### src/rtl/inst_fetch_if_pkg.sv
// inst_fetch_if_pkg: shared fetch-interface encodings and bus-width constants.
package inst_fetch_if_pkg;
  localparam logic [1:0] IF_IDLE = 2'b00;
  localparam logic [1:0] IF_BUSY = 2'b01;
  localparam logic [1:0] IF_HOLD = 2'b10;
  localparam logic [7:0] IbusTimeoutDefault = 8'd255;
  localparam logic RstEnable = 1'b1;
  localparam int InstAddrBus = 32;
  localparam int InstBus = 32;
  localparam logic [InstBus-1:0] ZeroWord = '0;
  localparam logic [5:0] NoStop = 6'b000000;
endpackage

### src/rtl/inst_fetch_if.sv
// inst_fetch_if: one-read-per-instruction fetch bus master with stall hold, flush abort and time-out.
module inst_fetch_if
  import inst_fetch_if_pkg::*;
#(
  parameter int TIMEOUT = int'(IbusTimeoutDefault)
) (
  input  logic                   clk,
  input  logic                   rst,
  input  logic [5:0]             stall,
  input  logic                   flush,
  input  logic [InstAddrBus-1:0] pc_i,
  input  logic                   ce_i,
  output logic [InstBus-1:0]     inst_o,
  output logic                   stallreq_o,
  output logic                   ibus_req_o,
  output logic [InstAddrBus-1:0] ibus_addr_o,
  input  logic                   ibus_ack_i,
  input  logic [InstBus-1:0]     ibus_rdata_i,
  output logic                   ibus_err_o
);
  localparam logic [7:0] WaitMax = 8'(TIMEOUT - 1);
  logic [1:0]         state;
  logic [InstBus-1:0] rd_buf;
  logic [7:0]         wait_cnt;
  logic               start, ack, timed_out;
  assign start = (state == IF_IDLE) & ce_i & ~flush;
  assign ack = (state == IF_BUSY) & ibus_ack_i & ~flush;
  // time-out fires only when neither flush nor ack claims the cycle
  assign timed_out = (state == IF_BUSY) & ~flush & ~ibus_ack_i & (wait_cnt == WaitMax);
  always_comb begin
    stallreq_o = 1'b0;
    inst_o = ZeroWord;
    if (rst != RstEnable) begin
      stallreq_o = (state == IF_IDLE) ? start :
                   (state == IF_BUSY) ? ~ibus_ack_i & ~flush & ~timed_out : 1'b0;
      inst_o = (state == IF_BUSY) ? (ibus_ack_i ? ibus_rdata_i : ZeroWord) :
               (state == IF_HOLD) ? rd_buf : ZeroWord;
    end
  end
  always_ff @(posedge clk) begin
    if (rst == RstEnable) begin
      state       <= IF_IDLE;
      ibus_req_o  <= 1'b0;
      ibus_addr_o <= '0;
      rd_buf      <= ZeroWord;
      wait_cnt    <= '0;
      ibus_err_o  <= 1'b0;
    end else begin
      case (state)
        IF_IDLE: if (start) begin
          ibus_req_o  <= 1'b1;
          ibus_addr_o <= pc_i;
          wait_cnt    <= '0;
          state       <= IF_BUSY;
        end
        IF_BUSY: if (flush) begin
          ibus_req_o <= 1'b0;
          rd_buf     <= ZeroWord;
          state      <= IF_IDLE;
        end else if (ack) begin
          ibus_req_o <= 1'b0;
          rd_buf     <= ibus_rdata_i;
          state      <= (stall != NoStop) ? IF_HOLD : IF_IDLE;
        end else begin
          wait_cnt <= (wait_cnt == 8'hFF) ? wait_cnt : wait_cnt + 8'd1;
          if (timed_out) begin
            ibus_req_o <= 1'b0;
            ibus_err_o <= 1'b1;
            rd_buf     <= ZeroWord;
            state      <= IF_IDLE;
          end
        end
        IF_HOLD: if (flush) begin
          rd_buf <= ZeroWord;
          state  <= IF_IDLE;
        end else if (stall == NoStop) begin
          state <= IF_IDLE;
        end
        default: state <= IF_IDLE;
      endcase
    end
  end
endmodule
### config.mk
export PLATFORM = sky130hd
export DESIGN_NAME = inst_fetch_if
export DESIGN_NICKNAME = d
export VERILOG_FILES = /design/src/rtl/inst_fetch_if_pkg.sv /design/src/rtl/inst_fetch_if.sv
export SDC_FILE = /design/constraint.sdc
export NUM_CORES = 1
export LEC_CHECK = 0
export BUFFER_PORTS_ARGS = -buffer_cell sky130_fd_sc_hd__clkbuf_2
export CORE_MARGIN = 5
export CORE_UTILIZATION = 47
export CTS_CLUSTER_DIAMETER = 50
export DETAILED_ROUTE_END_ITERATION = 12
export PLACE_DENSITY_LB_ADDON = 0.2
export SYNTH_ARGS = -nofsm -noshare
export SYNTH_HDL_FRONTEND = slang
export SYNTH_SLANG_ARGS = --single-unit
export TNS_END_PERCENT = 100
### constraint.sdc
create_clock -name clk -period 3.2 [get_ports clk]
set_clock_uncertainty 0.15 [all_clocks]
set_input_delay 0.96 -clock clk [delete_from_list [all_inputs] [get_ports clk]]
set_output_delay 0.96 -clock clk [all_outputs]
set_load 0.1 [all_outputs]
[After elaboration in Yosys (flattened, before gate mapping)]
Cells that the tools add are included.
Storage, ports and cells
  register bits after elaboration: 76
  bits in latches: 0
  RAM bits: 0
  bits in read-only memories: 0
  bits of input ports: 75
  word-level logic and storage cells: 72
  memories: 0
Cells by class
  $add $sub $neg: 1
  multiply operators: 0
  divide/modulo/power cells: 0
  order comparisons: 0
  equal/unequal tests: 11
  shift-type cells: 0
  multiplexer cells: 30
  bitwise gates (word level): 13
  reductions and logical operators: 11
Operators with widths (count)
  2-to-1 mux 32 bit: 8
  one-hot mux 32 bit (2 select lines): 1
  2-to-1 mux 8 bit: 4
  == test 8 bit, second input constant: 2
  one-hot mux 8 bit (2 select lines): 1
  2-to-1 mux 2 bit: 7
  != test 2 bit, second input constant: 5
  bitwise AND 1 bit: 9
  AND reduction 3 bit: 3
  adder 8 x 1 -> 8 bit, second input constant: 1
  2-to-1 mux 1 bit: 7
  zero test 6 bit: 1
  one-hot mux 2 bit (3 select lines): 1
  nonzero test 6 bit: 1
  AND reduction 5 bit: 1
  != test 4 bit, second input constant: 1
  NOT 1 bit: 4
  AND reduction 4 bit: 1
  nonzero test 2 bit: 2
  != test 3 x 2 -> 1 bit, second input constant: 1
  == test 2 x 1 -> 1 bit, second input constant: 1
  == test 2 bit, second input constant: 1
  zero test 2 bit: 1
  one-hot mux 1 bit (2 select lines): 1
  AND reduction 2 bit: 1

[Logic depth before layout (Yosys ltp)]
  depth in word-level cells: 9
  depth in mapped cells: 7
  gate-level depth less buffers: 6

[Least setup slack after synthesis]
No wires, ideal clock.
  kind: input port to output port
  from: in flush
  to: out stallreq_o
  data arrival time: 3281 ps
  required time: 2090 ps
  slack: -1191 ps
  cell stages on the path: 4
  path buffers: 2
  cells stage by stage: or4b_1 clkbuf_1 clkbuf_1 a21oi_1
On the way
  longest elaborated chain between the ends: 9
  elaborated cells between the ends (all ways): 11
  those cells by class: 3 x mux; 8 x bitwise
Ends and longest elaborated chain
  start: declaration: RTL line inst_fetch_if.sv:10  | input logic flush,
  NOT 1 bit (no source line) (*)
  bitwise AND 1 bit (3 in a row): RTL line inst_fetch_if.sv:29  | assign timed_out = (state == IF_BUSY) & ~flush & ~ibus_ack_i & (wait_cnt == WaitMax);
  NOT 1 bit: RTL line inst_fetch_if.sv:35  | (state == IF_BUSY) ? ~ibus_ack_i & ~flush & ~timed_out : 1'b0;
  bitwise AND 1 bit: RTL line inst_fetch_if.sv:35
  2-to-1 mux 1 bit: RTL line inst_fetch_if.sv:35
  2-to-1 mux 1 bit (*): RTL line inst_fetch_if.sv:34  | stallreq_o = (state == IF_IDLE) ? start :
  2-to-1 mux 1 bit (*): RTL line inst_fetch_if.sv:33  | if (rst != RstEnable) begin
  end: declaration: RTL line inst_fetch_if.sv:14  | output logic stallreq_o,
Every way passes the cells marked *; elsewhere a longest branch is shown, timed or not.

[Final worst setup path]
  from: in ibus_ack_i
  to: out inst_o[10]
On the way
  longest elaborated chain between the ends: 3
Ends and longest elaborated chain
  start: declaration: RTL line inst_fetch_if.sv:17  | input logic ibus_ack_i,
  2-to-1 mux 32 bit (2 in a row): RTL line inst_fetch_if.sv:36  | inst_o = (state == IF_BUSY) ? (ibus_ack_i ? ibus_rdata_i : ZeroWord) :
  2-to-1 mux 32 bit: RTL line inst_fetch_if.sv:33
  end: declaration: RTL line inst_fetch_if.sv:13  | output logic [InstBus-1:0] inst_o,
Every way passes these cells.

==> metrics.md <==
| Metric | Value |
|---|---|
| Worst hold margin | 307 ps |
| Total power divided by cell area | 431 mW/mm² |
| Number of pins exceeding their max-slew limit in the final report | 0 |
| Final count of negative-setup-slack endpoints | 0 |
| Seq/Total Area, Yosys | 0.482 |
| Cts hold-fix bufs | 0 |
| Count of buffer and inverter cells on the critical path | 3 |
| Outcome | finished, final reports clean |
| Part of the total power dissipated in combinational logic | 0.194 |
| Row cnt | 29 |
| Fin nets | 575 |
| CP cell instances | clkbuf_2 > and2_1 > buf_12 > a22oi_1 > nor2_4 > buf_12 |
| Share of total power in the clock network | 0.341 |
| Clock-pin slew on the worst setup and hold paths | 80 ps |
| Core footprint | 0.00642 mm² |
| Post-CTS Resized | 0 |
| Number of iterations in the first detailed-routing pass | 4 |
| DR DRC count | 0 |
| H-tree levels | 3 |
| Count of different cell masters after synthesis | 39 |
| Total length of routed wires | 9220 µm |
| Number of register bits inferred by synthesis | 76 |
| Number of cells produced by synthesis | 362 |
| Number of enable-type register cells in the synthesized netlist | 0 |
| Warning count from the yosys run | 0 |
| Family of cells with the greatest summed delay on the critical path | buffers and inverters |
| DIE HEIGHT | 91.9 µm |
| Reported net switching power | 0.644 mW |
| Critical path data required time | 2090 ps |
| Cell at the root of the clock tree | sky130_fd_sc_hd__clkbuf_8 |
| Maximum VDD drop | 0.349 mV |
| Static leakage | 1.94 nW |
| Total internal power | 1.48 mW |
| Horiz. Die Dim | 91.9 µm |
| Via count of the first global-routing pass | 3150 |
| Maximum number of pins on one net before global-route repair | 36 |
| Top achievable clock speed | 0.323 GHz |
| Antenna viol nets, final | 0 |
| Total of max-cap violations | 0 |
| Area occupied by multi-input gates | 0.00176 mm² |
| Endpoint type of the worst setup path | primary output |
| Number of vias in the routed layout | 3226 |
| RSZ-0062 raised after global routing | no |
| I/O pin count | 142 |
| Switching Share | 0.303 |
| Final worst path period share | 0.968 |
| Met3 track demand over resource | 0.0712 |
| GPL Wtd Cong | 0.832 |
| Worst max-slew margin expressed relative to the limit | 0.624 |
| Met1 routing resource usage after global routing | 0.269 |
| Kind of critical path | primary input to primary output |
| Final HPWL DP | 6670 µm |
| Type of element launching the critical path | primary input |
| Crit path largest cell delay | 300 ps |
| Number of hold violations in the final report | 0 |
| Register share of total power | 0.465 |
| Primary FF master, synth | sky130_fd_sc_hd__dfxtp_1 |
| Filler Cells Inserted | 442 |
| Layout Area Growth over Synthesis | 56.1% |
| Total routing resource utilization after global routing | 0.220 |
| Instance count after placement with tap cells included | 564 |
| GRT overflow | 0 |
| Drt initial violations | 136 |
| Slew @ Worst Pin | 563 ps |
| Average footprint of a synthesized cell | 8.71 µm² |
| Source-to-sink clock delay at the later pin of the worst-skew pair | 330 ps |
| PnR Total Power | 2.12 mW |
| Cell type of the slowest stage on the worst timing path | sky130_fd_sc_hd__a22oi_1 |
| CTS Sinks | 76 |
| Wire length of the first global-routing pass | 15300 µm |
| Global routing usage on met2 | 0.365 |
| Share of final-layout standard cells stronger than drive strength 1 | 0.416 |
| Clock tree from TritonCTS | yes |
| Routed length per placed instance | 15.9 µm |
| Total clock buffers created by CTS | 9 |
| Flip-flop and latch area | 0.00152 mm² |
| Critical path data arrival time | 1990 ps |
| Initial antenna violation count | 0 |
| Initial Util | 0.491 |
| Non-filler instance count after layout | 580 |
| Via density per instance | 5.56 |
| Most prevalent standard cell on the critical path | sky130_fd_sc_hd__buf_12 |
| Post-route minimum period | 3100 ps |
| Die footprint | 0.00845 mm² |
| Worst-path fanout max | 34 |
| Post-synthesis instance area | 0.00315 mm² |
| # Post-CTS Setup Buffers | 0 |
| Diodes inserted | 0 |
| Most utilized layer in the global route result | met2 |
| Count of input and output buffers | 141 |
| Path type of the worst min-delay path | register to register |
| Maximum clock path buffer count | 2 |
| Fraction of registers with async set or reset after synthesis | 0 |
| Net count after synthesis | 439 |
| Final standard cell utilization of the core | 0.767 |
==> cell usage in the layout, fill, tap and decap left out, drive strengths merged, types with 2 or more instances in the layout <==
cell     Yosys  final
dfxtp       76     76
inv          2      2
buf         11     47
o21ai        4      4
nor2        38     38
a2bb2oi      2      2
ha           2      2
a22oi       32     32
a22o        32     32
a21boi       2      2
nand3        9      9
nand2       69     69
or4          2      2
clkbuf      18    119
nor2b        2      2
a21oi       39     39
a31oi        2      2
or3          3      3
nor4b        3      3
o211ai       2      2
clkinv       0      2
==> tightest hold or removal path: cells and delay by family (launching register included) <==
kind	cells	cell delay, ps
compound gates	1	50
flops	1	310
simple gates	1	50
==> per-layer routing <==
layer  vias to the layer above  wire length [µm]
li1                       1575                 -
met1                      1514              3750
met2                       129              4470
met3                         8               878
met4                         0               117
met5                         -                 0
==> logic make-up after synthesis <==
kind of cell,count (synthesis),synth area share
adder cells (fa/ha/maj),2,0.00793
AO/OA/AOI/OAI,120,0.273
flip-flops,76,0.482
AND/OR/NAND/NOR,133,0.190
buffers and inverters,31,0.0464
==> registers in the layout, indices dropped and copies added (netlist names) <==
| signal | count |
|---|---|
| ibus_addr_o | 32 |
| rd_buf | 32 |
| wait_cnt | 8 |
| state | 2 |
| ibus_err_o | 1 |
| ibus_req_o | 1 |
==> cell type report <==
| cell class | instances | area share |
|---|---|---|
| clock inverters | 4 | 0.00965 |
| inverters | 2 | 0.00152 |
| multi-input cells | 255 | 0.357 |
| well taps | 77 | 0.0196 |
| flip-flops and latches | 76 | 0.309 |
| repair buffers | 154 | 0.272 |
| clock buffers | 12 | 0.0315 |
==> path summary, 6_finish.rpt <==
kind | start | end | slack (ps) | depth (start not counted)
max | ibus_ack_i | inst_o[10] | 100 | 6
min | ibus_addr_o[6] | ibus_addr_o[6] | 310 | 2
max reg2reg | state[0] | rd_buf[8] | 1110 | 6
min reg2reg | ibus_addr_o[6] | ibus_addr_o[6] | 310 | 2
==> Yosys cell counts, drive strengths merged (2+ instances only) <==
cell	n	area, µm²
dfxtp	76	1520
ha	2	25.0
or4	2	15.0
a31oi	2	12.5
a21oi	39	195
buf	11	71.3
nor2	38	143
a22o	32	280
o21ai	4	23.8
clkbuf	18	67.6
nor2b	2	15.0
nand3	9	45.0
o211ai	2	15.0
inv	2	7.51
or3	3	18.8
a22oi	32	240
a2bb2oi	2	17.5
nand2	69	259
a21boi	2	15.0
nor4b	3	53.8
==> metrics by stage <==
| step | area [µm²] | worst slack (ps) | TNS [ps] |
|---|---|---|---|
| floorplan | 3430 | -227 | -227 |
| global placement | 4720 | 118 | 0 |
| detailed placement | 4720 | 97.0 | 0 |
| CTS | 4920 | 94.2 | 0 |
| global route | 4920 | 37.2 | 0 |
| finish | 4920 | 104 | 0 |
==> power groups by stage <==
stage | clock (mW) | sequential, mW | combinational [mW]
CTS | 0.748 | 0.986 | 0.414
detailed placement | 0 | 1.01 | 0.413
global route | 0.791 | 0.989 | 0.435
finish | 0.725 | 0.987 | 0.412
floorplan | 0 | 1.15 | 0.148
global placement | 0 | 1.01 | 0.408
Note: power is estimated with default switching activity, not from simulation.
